## config.mk

```make
export PLATFORM = sky130hd
export DESIGN_NAME = fetch_stage
export DESIGN_NICKNAME = d
export VERILOG_FILES = /design/src/rtl/fetch_stage.sv
export SDC_FILE = /design/constraint.sdc
export NUM_CORES = 1
export LEC_CHECK = 0
export CAP_MARGIN = 0
export CORE_MARGIN = 2
export CORE_UTILIZATION = 52
export CTS_CLUSTER_SIZE = 40
export DETAILED_ROUTE_END_ITERATION = 10
export PLACE_DENSITY = 0.92
export SYNTH_ARGS = -nofsm -noshare
export SYNTH_HDL_FRONTEND = slang
export SYNTH_SLANG_ARGS = --single-unit
```

## constraint.sdc

```tcl
create_clock -name clk -period 5.5 [get_ports clk]
set_clock_uncertainty 0.2 [all_clocks]
set_input_delay 1.1 -clock clk [delete_from_list [all_inputs] [get_ports clk]]
set_output_delay 1.1 -clock clk [all_outputs]
set_load 0.01 [all_outputs]
```

## src/rtl/fetch_stage.sv

```systemverilog
// Instruction fetch stage: in-order imem request/response handling, 2-entry decode buffer and field split.
// Optional opcode legality check is compiled in when FETCH_ILLEGAL_CHECK_EN is defined.
module fetch_stage #(
    parameter logic [31:0] RESET_PC = 32'h0000_0000
) (
    input  logic        clk,
    input  logic        rst,
    output logic        imem_req,
    output logic [31:0] imem_addr,
    input  logic        imem_gnt,
    input  logic        imem_rvalid,
    input  logic [31:0] imem_rdata,
    input  logic        flush,
    input  logic [31:0] flush_target,
    input  logic        id_ready,
    output logic        id_valid,
    output logic [31:0] id_pc,
    output logic [6:0]  opcode,
    output logic [2:0]  funct3,
    output logic [6:0]  funct7,
    output logic [4:0]  rd,
    output logic [4:0]  rs1,
    output logic [4:0]  rs2,
    output logic        illegal_instr
);
    localparam int unsigned XLEN = 32;
    localparam int unsigned CW   = 2;

    typedef enum logic {RUN, DRAIN} state_e;

    state_e          state_q, state_d;
    logic [XLEN-1:0] fetch_pc_q, fetch_pc_d;
    logic [XLEN-1:0] pc_q    [2];
    logic [XLEN-1:0] pc_d    [2];
    logic [XLEN-1:0] instr_q [2];
    logic [XLEN-1:0] instr_d [2];
    logic [CW-1:0]   count_q, count_d;
    logic [CW-1:0]   outst_q, outst_d;
    logic [CW-1:0]   drop_q, drop_d;
    logic [CW-1:0]   outst_left;
    logic [CW:0]     occ;
    logic [XLEN-1:0] rsp_pc;
    logic [XLEN-1:0] head_instr;
    logic            rsp, pop_raw, pop, xfer, keep_c, discard_c, wr_idx;

    // Handshake terms; a response with nothing outstanding is stray and ignored.
    assign id_valid   = !rst && (count_q != '0);
    assign pop_raw    = id_valid && id_ready;
    assign pop        = pop_raw && !flush;
    assign occ        = {1'b0, count_q} + {1'b0, outst_q} - (CW+1)'(pop_raw);
    assign imem_req   = !rst && !flush && (occ < (CW+1)'(2));
    assign imem_addr  = fetch_pc_q;
    assign xfer       = imem_req && imem_gnt;
    assign rsp        = imem_rvalid && (outst_q != '0);
    assign outst_left = outst_q - CW'(rsp);
    // Kept requests are contiguous and end at fetch_pc-4, so the oldest one sits outstanding*4 back.
    assign rsp_pc     = fetch_pc_q - XLEN'({outst_q, 2'b00});
    assign wr_idx     = count_q[0] ^ pop;

    always_ff @(posedge clk) begin
        if (rst) state_q <= RUN;
        else     state_q <= state_d;
    end

    always_comb begin
        state_d = state_q;
        if (flush) begin
            state_d = (outst_left != '0) ? DRAIN : RUN;
        end else if (state_q == DRAIN && rsp && drop_q == CW'(1)) begin
            state_d = RUN;
        end
    end

    always_comb begin
        keep_c    = 1'b0;
        discard_c = 1'b0;
        case (state_q)
            RUN:     keep_c    = rsp && !flush;
            DRAIN:   discard_c = rsp;
            default: ;
        endcase
    end

    always_comb begin
        fetch_pc_d = fetch_pc_q;
        count_d    = count_q;
        outst_d    = outst_q + CW'(xfer) - CW'(rsp);
        drop_d     = drop_q;
        pc_d       = pc_q;
        instr_d    = instr_q;
        if (flush) begin
            fetch_pc_d = flush_target;
            count_d    = '0;
            drop_d     = outst_left;
        end else begin
            if (xfer) fetch_pc_d = fetch_pc_q + XLEN'(4);
            count_d = count_q + CW'(keep_c) - CW'(pop);
            if (discard_c) drop_d = drop_q - CW'(1);
            if (pop) begin
                pc_d[0]    = pc_q[1];
                instr_d[0] = instr_q[1];
            end
            if (keep_c) begin
                pc_d[wr_idx]    = rsp_pc;
                instr_d[wr_idx] = imem_rdata;
            end
        end
    end

    always_ff @(posedge clk) begin
        if (rst) begin
            fetch_pc_q <= RESET_PC;
            count_q    <= '0;
            outst_q    <= '0;
            drop_q     <= '0;
            pc_q       <= '{default: '0};
            instr_q    <= '{default: '0};
        end else begin
            fetch_pc_q <= fetch_pc_d;
            count_q    <= count_d;
            outst_q    <= outst_d;
            drop_q     <= drop_d;
            pc_q       <= pc_d;
            instr_q    <= instr_d;
        end
    end

    assign head_instr = id_valid ? instr_q[0] : '0;
    assign id_pc      = id_valid ? pc_q[0] : '0;
    assign {funct7, rs2, rs1, funct3, rd, opcode} = head_instr;

`ifdef FETCH_ILLEGAL_CHECK_EN
    logic opcode_ok;
    always_comb begin
        case (opcode)
            7'b0110011, 7'b0010011, 7'b0000011, 7'b0100011, 7'b1100011,
            7'b1101111, 7'b1100111, 7'b0110111, 7'b0010111: opcode_ok = 1'b1;
            default:                                        opcode_ok = 1'b0;
        endcase
    end
    assign illegal_instr = id_valid && !opcode_ok;
`else
    assign illegal_instr = 1'b0;
`endif

endmodule

```

* After elaboration in Yosys (flattened, before gate mapping)
Cells that the tools add are included.
** Word-level totals
- Input bits :: 70
- Bits in registers :: 167
- Word-level logic and storage cells :: 68
** Cells by class
- Equality and inequality tests :: 1
- Magnitude comparators :: 3
- Muxes and demuxes :: 21
- Bitwise operators :: 3
- Reductions and logical operators :: 21
- Add/subtract/negate cells :: 10
** Operators by type and width (number)
- 32-bit two-way mux :: 9
- 64-bit bitwise mux :: 2
- 64-bit two-way mux :: 2
- 32-bit by 3-bit adder with 32-bit output, second input constant :: 1
- 32-bit demux with 1-bit select :: 1
- 32-bit by 4-bit subtractor with 32-bit output :: 1
- 2-bit nonzero test :: 6
- 1-bit logical AND :: 11
- 2-bit by 1-bit subtractor with 2-bit output :: 3
- 1-bit two-way mux :: 5
- 2-bit by 1-bit adder with 2-bit output :: 2
- 2-bit two-way mux :: 2
- 2-bit by 2-bit adder with 3-bit output :: 1
- 3-bit by 2-bit < comparator with 1-bit output, second input constant :: 1
- 3-bit by 1-bit subtractor with 3-bit output :: 1
- 2-bit by 1-bit equality test with 1-bit output, second input constant :: 1
- 2-bit >= comparator, second input constant :: 1
- 1-bit zero test :: 2
- 2-bit by 1-bit < comparator with 1-bit output, second input constant :: 1
- 1-bit inverter with 2-bit output :: 1
- 2-bit AND reduction :: 1
- 2-bit OR reduction :: 1
- 2-bit by 1-bit subtractor with 2-bit output, second input constant :: 1
- 1-bit inverter :: 1
- 1-bit bitwise XOR :: 1

* Depth between registers and ports, before layout
Gate-level depths: netlist (run 1).
- Depth in word-level cells :: 12
- Mapped depth :: 17
- Depth with buffers taken out :: 15

* Least setup slack after synthesis (run 1)
No wires, ideal clock.
- Path kind :: in2reg
- Start point :: input port rst
- End point :: register outst_q[1]
- Library setup time :: 0.128 ns
- Stages on the path :: 17
- Data arrival time :: 4.411 ns
- Path slack :: 0.761 ns
- Required time :: 5.172 ns
- Cells stage by stage :: clkbuf_1 nor2_1 clkbuf_1 and2_1 ha_1 nand2b_1 fa_1 nand4bb_1 nor2_1 clkinv_1 clkbuf_1 ha_1 inv_1 ha_1 xnor2_1 xnor2_1 nor2_1
** On the way
- Word-level cells in the longest chain between the ends :: 9
- Elaborated cells on any way between the ends :: 10
- Classes of those cells :: add/sub (3); order compare (1); reduce/logical (6)
** Ends and longest elaborated chain
- start: declaration :: RTL line 7 : input logic rst,
- 1-bit zero test :: RTL line 47 : assign id_valid = !rst && (count_q != '0);
- 1-bit logical AND :: RTL line 47
- named net id_valid :: RTL line 16 : output logic id_valid,
- 1-bit logical AND :: RTL line 48 : assign pop_raw = id_valid && id_ready;
- 3-bit by 1-bit subtractor with 3-bit output :: RTL line 50 : assign occ = {1'b0, count_q} + {1'b0, outst_q} - (CW+1)'(pop_raw);
- 3-bit by 2-bit < comparator with 1-bit output :: RTL line 51 : assign imem_req = !rst && !flush && (occ < (CW+1)'(2));
- 1-bit logical AND :: RTL line 51
- 1-bit logical AND :: RTL line 53 : assign xfer = imem_req && imem_gnt;
- 2-bit by 1-bit adder with 2-bit output :: RTL line 87 : outst_d = outst_q + CW'(xfer) - CW'(rsp);
- 2-bit by 1-bit subtractor with 2-bit output :: RTL line 87
- end signal: assignment :: RTL line 121 : outst_q <= outst_d;
- end: declaration :: RTL line 38 : logic [CW-1:0] outst_q, outst_d;
The timed path passes the listed nets, and every way through them passes these cells.
A chain may end at the register's enable or synchronous reset.

* Worst setup path in the final report (run 1)
- Start point :: input port id_ready
- End point :: output port imem_req
** On the way
- Word-level cells in the longest chain between the ends :: 4
** Ends and longest elaborated chain
- start: declaration :: RTL line 15 : input logic id_ready,
- 1-bit logical AND :: RTL line 48
- 3-bit by 1-bit subtractor with 3-bit output :: RTL line 50
- 3-bit by 2-bit < comparator with 1-bit output :: RTL line 51
- 1-bit logical AND :: RTL line 51
- end: declaration :: RTL line 8 : output logic imem_req,
No other way between the ends.

==> summary.txt, run 1 <==
Routing
  • Total Wirelength: 23020 um
  • Antenna Nets Post-Route: 0
  • Pre-antenna DRT Iters: 5
  • Met3 wire len: 1858 um
  • Avg WL per Cell: between 15 and 20 um
  • Routed length on met2: between 10000 and 15000 um
  • Post-detailed-route via-to-cell ratio: 5.808
  • M1 WL: 9550 um
  • DR vias: 8184
  • Max Used Layer: met4
  • Post-route DRC: 0
  • Drt initial violations: 731

Floorplanning
  • Die area: ~17000 um2
  • # rows: 46
  • Initial core utilization: between 50% and 60%
  • Top Ports: 169
  • Die H: roughly 130 um
  • Chip width: 130.7 um
  • Core area: 15770 um2

Setup path
  • Worst setup path startpoint: id_ready
  • Buf/Inv on CP: 2
  • Stages on worst setup path: 8
  • Crit path capture: imem_req
  • CP arrival: 3.54 ns
  • CP most frequent cell: clkdlybuf4s50_1
  • Worst path cell trace: clkdlybuf4s50_1 > and2_1 > ha_1 > nand2b_1 > fa_1 > xor2_1 > and3_1 > clkdlybuf4s50_1
  • FF-to-FF path depth: 13
  • Worst Path Required: 4.20 ns
  • Setup CP Type: input port to output port
  • Setup crit end kind: output port
  • Worst r2r dst: imem_addr[16]
  • R2R Setup Slk: 1.70 ns
  • Slowest CP cell: clkdlybuf4s50_1
  • Critical path peak fanout: 4
  • CP max stage delay: 0.54 ns
  • FF-to-FF Start: count_q[0]
  • Family with the most delay on the worst path: buffers and inverters
  • Critical Path Start Type: input port

Cells and area
  • Diode count: 0
  • Synthesis-to-finish area growth: 28.08%
  • Layout cells sized above 1: 5.448%
  • Final nets: 1265
  • Fin cells: 1409

Synth
  • Adder-cell share of the synthesized area: 2.129%
  • Syn Inst Count: 1075
  • Avg Cell Area, Syn: 7.763 um2
  • Area share of xor/xnor cells in the synthesized design: 4.093%
  • Largest family of logic cells by synthesized area: simple AND/OR/NAND/NOR gates
  • Post-synthesis simple-gate area fraction: 29.61%
  • Synth Area in Compound Gates: 17.86%
  • Distinct cells, synth: between 60 and 70
  • Synth Flop Type: dfxtp_1
  • Post-synth EDFFs: 0
  • Multiplexer share of the synthesized area: 1.019%
  • Synthesized Nets: 1158
  • Mapped Area: 8346 um2
  • Synth Register Bits: 167
  • Async SR Flop Fraction: 0%
  • Sequential-to-total area share from yosys stat: between 40% and 50%
  • Ys Warns: 0

Pwr
  • Clock share of power: approximately 40%
  • Int Power: 2.275 mW
  • Share of power burned in registers: between 40% and 50%
  • PD cells: slightly below 300 nW/um2
  • Combinational Power Share: 16.1%
  • P_sw: between 0.8 and 0.9 mW
  • Sw Share: 27.03%
  • Peak supply drop: 0.2268 mV
  • Leakage: ~3.7 nW

Clocking
  • Clk slew on worst S/H paths: 0.06 ns
  • Post-CTS setup buffer count: 0
  • Clock Latency Late Sink: approximately 0.43 ns
  • Clk sink count: roughly 170
  • CTS tree: done
  • Hold-fix buffers, CTS: 0
  • Cts bufs inserted: 17
  • Root Driver: clkbuf_16
  • H-tree depth: 4
  • Post-cts repair resize count: 0
  • CTS max path bufs: 2

Global route
  • Largest net degree at the start of global routing: 87
  • Initial antenna violation count: 0
  • Congestion Overflow GR: 0
  • First-pass GRT wire length: 36890 um
  • GRT Util Overall: between 20 and 30%
  • Vias in the first global route: 7627

STA
  • Minimum clock period: just under 5 ns
  • Final Setup Violations: 0
  • RSZ-0062 raised after global routing: no
  • Setup TNS: 0 ns
  • Peak Freq: 206.6 MHz
  • Least-Margin Pin Slew: 0.9645 ns
  • Final hold violation count: 0
  • Final Slew Violations: 0
  • Slew Limit Headroom: 35.70%
  • Final Cycle Share: 88.00%

Placed design
  • Placed insts: between 1000 and 1500
  • DP HPWL: between 15000 and 20000 um
  • Port bufs: about 170
  • Final GP Congestion: between 0.8 and 0.9

Job
  • Max-cap violations: 0

Status
  • Status: complete, no violations

Worst hold path
  • Min-delay worst type: flop to flop
  • Hold Path Depth: 2
## routing by layer
metal / global-route usage, % / vias up
li1: - / 3949
met3: 5.334 / 50
met4: 9.887 / 0
met5: 0 / -
met2: 45.47 / 414
met1: 34.63 / 3771
## logic make-up (layout without fill, tap and decap cells)
family                     Yosys count  after routing
and+or+nand+nor                    519            519
adders and majority gates           13             13
AOI/OAI and AO/OA                  219            219
buffers and inverters              109            227
xor gates and xnor gates            39             39
DFF                                167            167
muxes                                8              8
other                                1              1
## how the worst min path moves through the flow
stage | from | end | slack [ns]
2_1_floorplan | pc_q[47] | pc_q[47] | 0.23
3_3_place_gp | flop | flop | 0.24
3_5_place_dp | flop | flop | 0.25
4_1_cts | flop | flop | 0.26
5_1_grt | flop | flop | 0.27
6_report | flop | flop | 0.25
## cells in the mapped netlist (all sizes together) (2+ instances only)
| master | n | share of area, % |
|---|---|---|
| nand2 | 226 | 10 |
| dfxtp | 167 | 40 |
| nor2 | 93 | 4.2 |
| clkbuf | 77 | 3.5 |
| and2 | 70 | 5.2 |
| a21oi | 65 | 3.9 |
| a311oi | 51 | 5.4 |
| o21ai | 35 | 2.1 |
| nor3 | 27 | 1.8 |
| xnor2 | 26 | 2.7 |
| nand3 | 23 | 1.4 |
| a211oi | 19 | 1.8 |
| nor4 | 19 | 1.7 |
| and3 | 18 | 1.3 |
| buf | 16 | 1.0 |
| inv | 15 | 0.67 |
| xor2 | 13 | 1.4 |
| ha | 11 | 1.6 |
| nand4 | 9 | 0.67 |
| or3 | 9 | 0.67 |
| a31oi | 8 | 0.60 |
| a22oi | 6 | 0.54 |
| o22ai | 6 | 0.45 |
| a22o | 5 | 0.52 |
| and4 | 5 | 0.52 |
| nand2b | 5 | 0.37 |
| o21a | 5 | 0.45 |
| o31a | 5 | 0.52 |
| mux2 | 4 | 0.54 |
| mux2i | 4 | 0.48 |
| or4 | 4 | 0.36 |
| nor2b | 3 | 0.22 |
| o311a | 3 | 0.36 |
| fa | 2 | 0.48 |
| nor4b | 2 | 0.21 |
| o31ai | 2 | 0.18 |
| o41a | 2 | 0.27 |
| o41ai | 2 | 0.21 |
## cell usage in the layout, fill, tap and decap left out, types with 17 or more instances in the layout
master | synthesis | final
dfxtp_1 | 167 | 167
nor4_1 | 17 | 17
nand3_1 | 23 | 23
clkdlybuf4s50_1 | 0 | 166
a21oi_1 | 65 | 65
clkbuf_16 | 0 | 17
xnor2_1 | 26 | 26
and3_1 | 18 | 18
and2_1 | 69 | 69
nand2_1 | 226 | 225
nor2_1 | 91 | 89
a311oi_1 | 51 | 51
a211oi_1 | 17 | 17
nor3_1 | 25 | 25
o21ai_0 | 34 | 34
## power by group through the flow
stage | registers, mW | logic (mW) | clock network [mW]
2_1_floorplan | 1.37 | 0.336 | 0
3_3_place_gp | 1.40 | 0.477 | 0
3_5_place_dp | 1.40 | 0.491 | 0
4_1_cts | 1.38 | 0.499 | 1.25
5_1_grt | 1.39 | 0.554 | 1.30
6_report | 1.38 | 0.502 | 1.24
## stage by stage
stage	worst slack, ns	hold WS, ns	area [um2]	utilization, %	power, mW
2_1_floorplan	0.7615	0.2331	8346	-	1.706
3_3_place_gp	0.7321	0.2416	10080	63.91	1.873
3_5_place_dp	0.6992	0.2465	10080	63.91	1.893
4_1_cts	0.6823	0.2555	10690	67.78	3.126
5_1_grt	0.5832	0.2684	10690	67.78	3.238
6_report	0.6601	0.2548	10690	67.78	3.118
## area by class of cell
type	count	area, um2
multi-input cells	799	4606
well taps	216	270.3
clock inverters	9	140.1
repair buffers	181	1799
clock buffers	21	470.5
flip-flops and latches	167	3343
inverters	16	60.06
fillers	1246	5081
## worst register-to-register path: cells and delay by family (launching register included)
kind | cells | cell delay, ns
adder cells (fa/ha/maj) | 2 | 0.75
AND/OR/NAND/NOR | 8 | 1.54
flip-flops | 1 | 0.54
buffers and inverters | 2 | 0.53
AO/OA/AOI/OAI | 1 | 0.06
(Power assumes the default switching activity.)
==> run 2: changes to the inputs <==
Settings changed: CAP_MARGIN 0 to 10, MAX_ROUTING_LAYER set to met4.
==> summary.txt, run 2 (synthesized netlist as in run 1, its figures left out) <==
STA
  • RSZ-0062 raised after global routing: no
  • Minimum clock period: 4.869 ns (+0.02867 ns)
  • Final hold violation count: 0 (unchanged)
  • Final Slew Violations: 0 (unchanged)
  • Final WS setup: 0.6315 ns (-0.02867 ns)
  • Final Cycle Share: 88.52% (+0.52 points)
  • Peak Freq: 205.4 MHz (-0.59%)
  • Least-Margin Pin Slew: 0.9591 ns (-0.005319 ns)
  • Slew Limit Headroom: 36.06% (+0.35 points)
  • Setup TNS: 0 ns (unchanged)
  • Final Setup Violations: 0 (unchanged)

Placed design
  • Placed cell areas: 10070 um2 (about the same)
  • Final GP Congestion: 0.9206 (+3.3%)
  • DP HPWL: 15300 um (+2.0%)
  • Placed insts: 1380 (+0.073%)
  • Port bufs: 167 (unchanged)
  • Post-Place Setup Slack: 0.6680 ns (-0.03119 ns)

Cells and area
  • Layout cells sized above 1: 5.769% (+0.32 points)
  • Layout fillers: 1239 (-0.56%)
  • Most common cell after layout, fill and taps aside: nand2_1
  • Fin cells: 1412 (+0.21%)
  • Commonest cells after routing, fill and taps aside: nand2_1, dfxtp_1, clkdlybuf4s50_1
  • Final nets: 1266 (+0.079%)
  • Diode count: 0 (unchanged)
  • Final instance area: 10710 um2 (+0.21%)
  • Synthesis-to-finish area growth: 28.35%

Clocking
  • Clock Latency Late Sink: 0.44 ns (about the same)
  • Root Driver: clkbuf_16
  • H-tree depth: 4 (unchanged)
  • CTS tree: done
  • Post-CTS setup buffer count: 0 (unchanged)
  • Clk slew on worst S/H paths: 0.06 ns (about the same)
  • Clk sink count: 167 (unchanged)
  • CTS max path bufs: 2 (unchanged)
  • Post-cts repair resize count: 0 (unchanged)
  • Hold-fix buffers, CTS: 0 (unchanged)
  • Cts bufs inserted: 17 (unchanged)

Global route
  • Congestion Overflow GR: 0 (unchanged)
  • Vias in the first global route: 7892 (+3.5%)
  • Largest net degree at the start of global routing: 86 (-1.1%)
  • First-pass GRT wire length: 37730 um (+2.3%)
  • GRT Util Overall: 28.64% (+1.6 points)
  • Initial antenna violation count: 0 (unchanged)

Setup path
  • Critical Path Start Type: input port
  • Setup crit end kind: output port
  • Setup CP Type: input port to output port
  • Worst Path Required: 4.20 ns (about the same)
  • Critical path peak fanout: 4 (unchanged)
  • CP arrival: 3.57 ns (+0.03 ns)

Floorplanning
  • # rows: 46 (unchanged)
  • Initial core utilization: 52.92% (unchanged)
  • Chip width: 130.7 um (unchanged)
  • Core area: 15770 um2 (unchanged)
  • Die area: 17080 um2 (unchanged)
  • Die H: 130.7 um (unchanged)
  • Top Ports: 169 (unchanged)

Worst hold path
  • Min-delay worst type: flop to flop

Routing
  • Post-detailed-route via-to-cell ratio: 5.996 (+3.2%)
  • Antenna Nets Post-Route: 0 (unchanged)
  • DR vias: 8466 (+3.4%)
  • Drt initial violations: 711 (-2.7%)
  • Post-route DRC: 0 (unchanged)
  • Total Wirelength: 23910 um (+3.9%)
  • Pre-antenna DRT Iters: 5 (unchanged)
  • Avg WL per Cell: 16.94 um (+3.6%)

Pwr
  • Leakage: 3.695 nW (+0.48%)
  • PD cells: 297.1 nW/um2 (+1.9%)
  • Peak supply drop: 0.2254 mV (-0.62%)

Job
  • Max-cap violations: 0 (unchanged)

Status
  • Status: complete, no violations
## run 2: cell types whose count changed in the layout (fill, tap and decap cells not counted), sizes merged
cell    previous run  this run
clkinv             3         4
buf               15        16
clkbuf            21        17
bufinv             3         4
inv               17        21
## run 2: cell type report
class,instances,area (um2),area share [%]
repair buffers,182,1794,16.75
well taps,216,270.3,2.523
clock buffers,17,425.4,3.972
flip-flops and latches,167,3343,31.21
inverters,16,60.06,0.5607
clock inverters,15,212.7,1.986
multi-input cells,799,4606,43.00
## run 2: where the power goes
group | internal (mW) | switching [mW] | total (mW) | leakage, nW
Combinational | 0.228 | 0.281 | 0.509 | 2.03
Clock | 0.771 | 0.524 | 1.29 | 0.308
Sequential | 1.30 | 0.0830 | 1.38 | 1.36
Total | 2.29 | 0.888 | 3.18 | 3.69
## run 2: final timing paths
path | depth (start not counted) | startpoint | slack [ns] | to
max | 8 | id_ready | 0.63 | imem_req
min | 2 | flop | 0.26 | flop
min reg2reg | 2 | flop | 0.26 | flop
max reg2reg | 16 | count_q[0] | 1.40 | outst_q[1]
## run 2: per-stage QoR
stage	util (%)	hold slack, ns	total power, mW
final	67.92	0.2564	3.182
after global routing	67.92	0.2700	3.293
after CTS	67.92	0.2560	3.183
after detailed placement	63.88	0.2469	1.894
after global placement	63.88	0.2416	1.874
after floorplan	-	0.2331	1.706
## run 2: critical path: stages
cell and delay, ns:
clkdlybuf4s50_1 0.42, and2_1 0.15, ha_1 0.26, nand2b_1 0.15, fa_1 0.43, xor2_1 0.29, and3_1 0.22, clkdlybuf4s50_1 0.54
## run 2: routing by layer
layer	wire length [um]	GRT usage, %	up-vias
li1	-	-	3955
met1	9657	34.85	3926
met2	11350	45.68	498
met3	2057	5.375	87
met4	847	14.39	0
met5	0	-	-
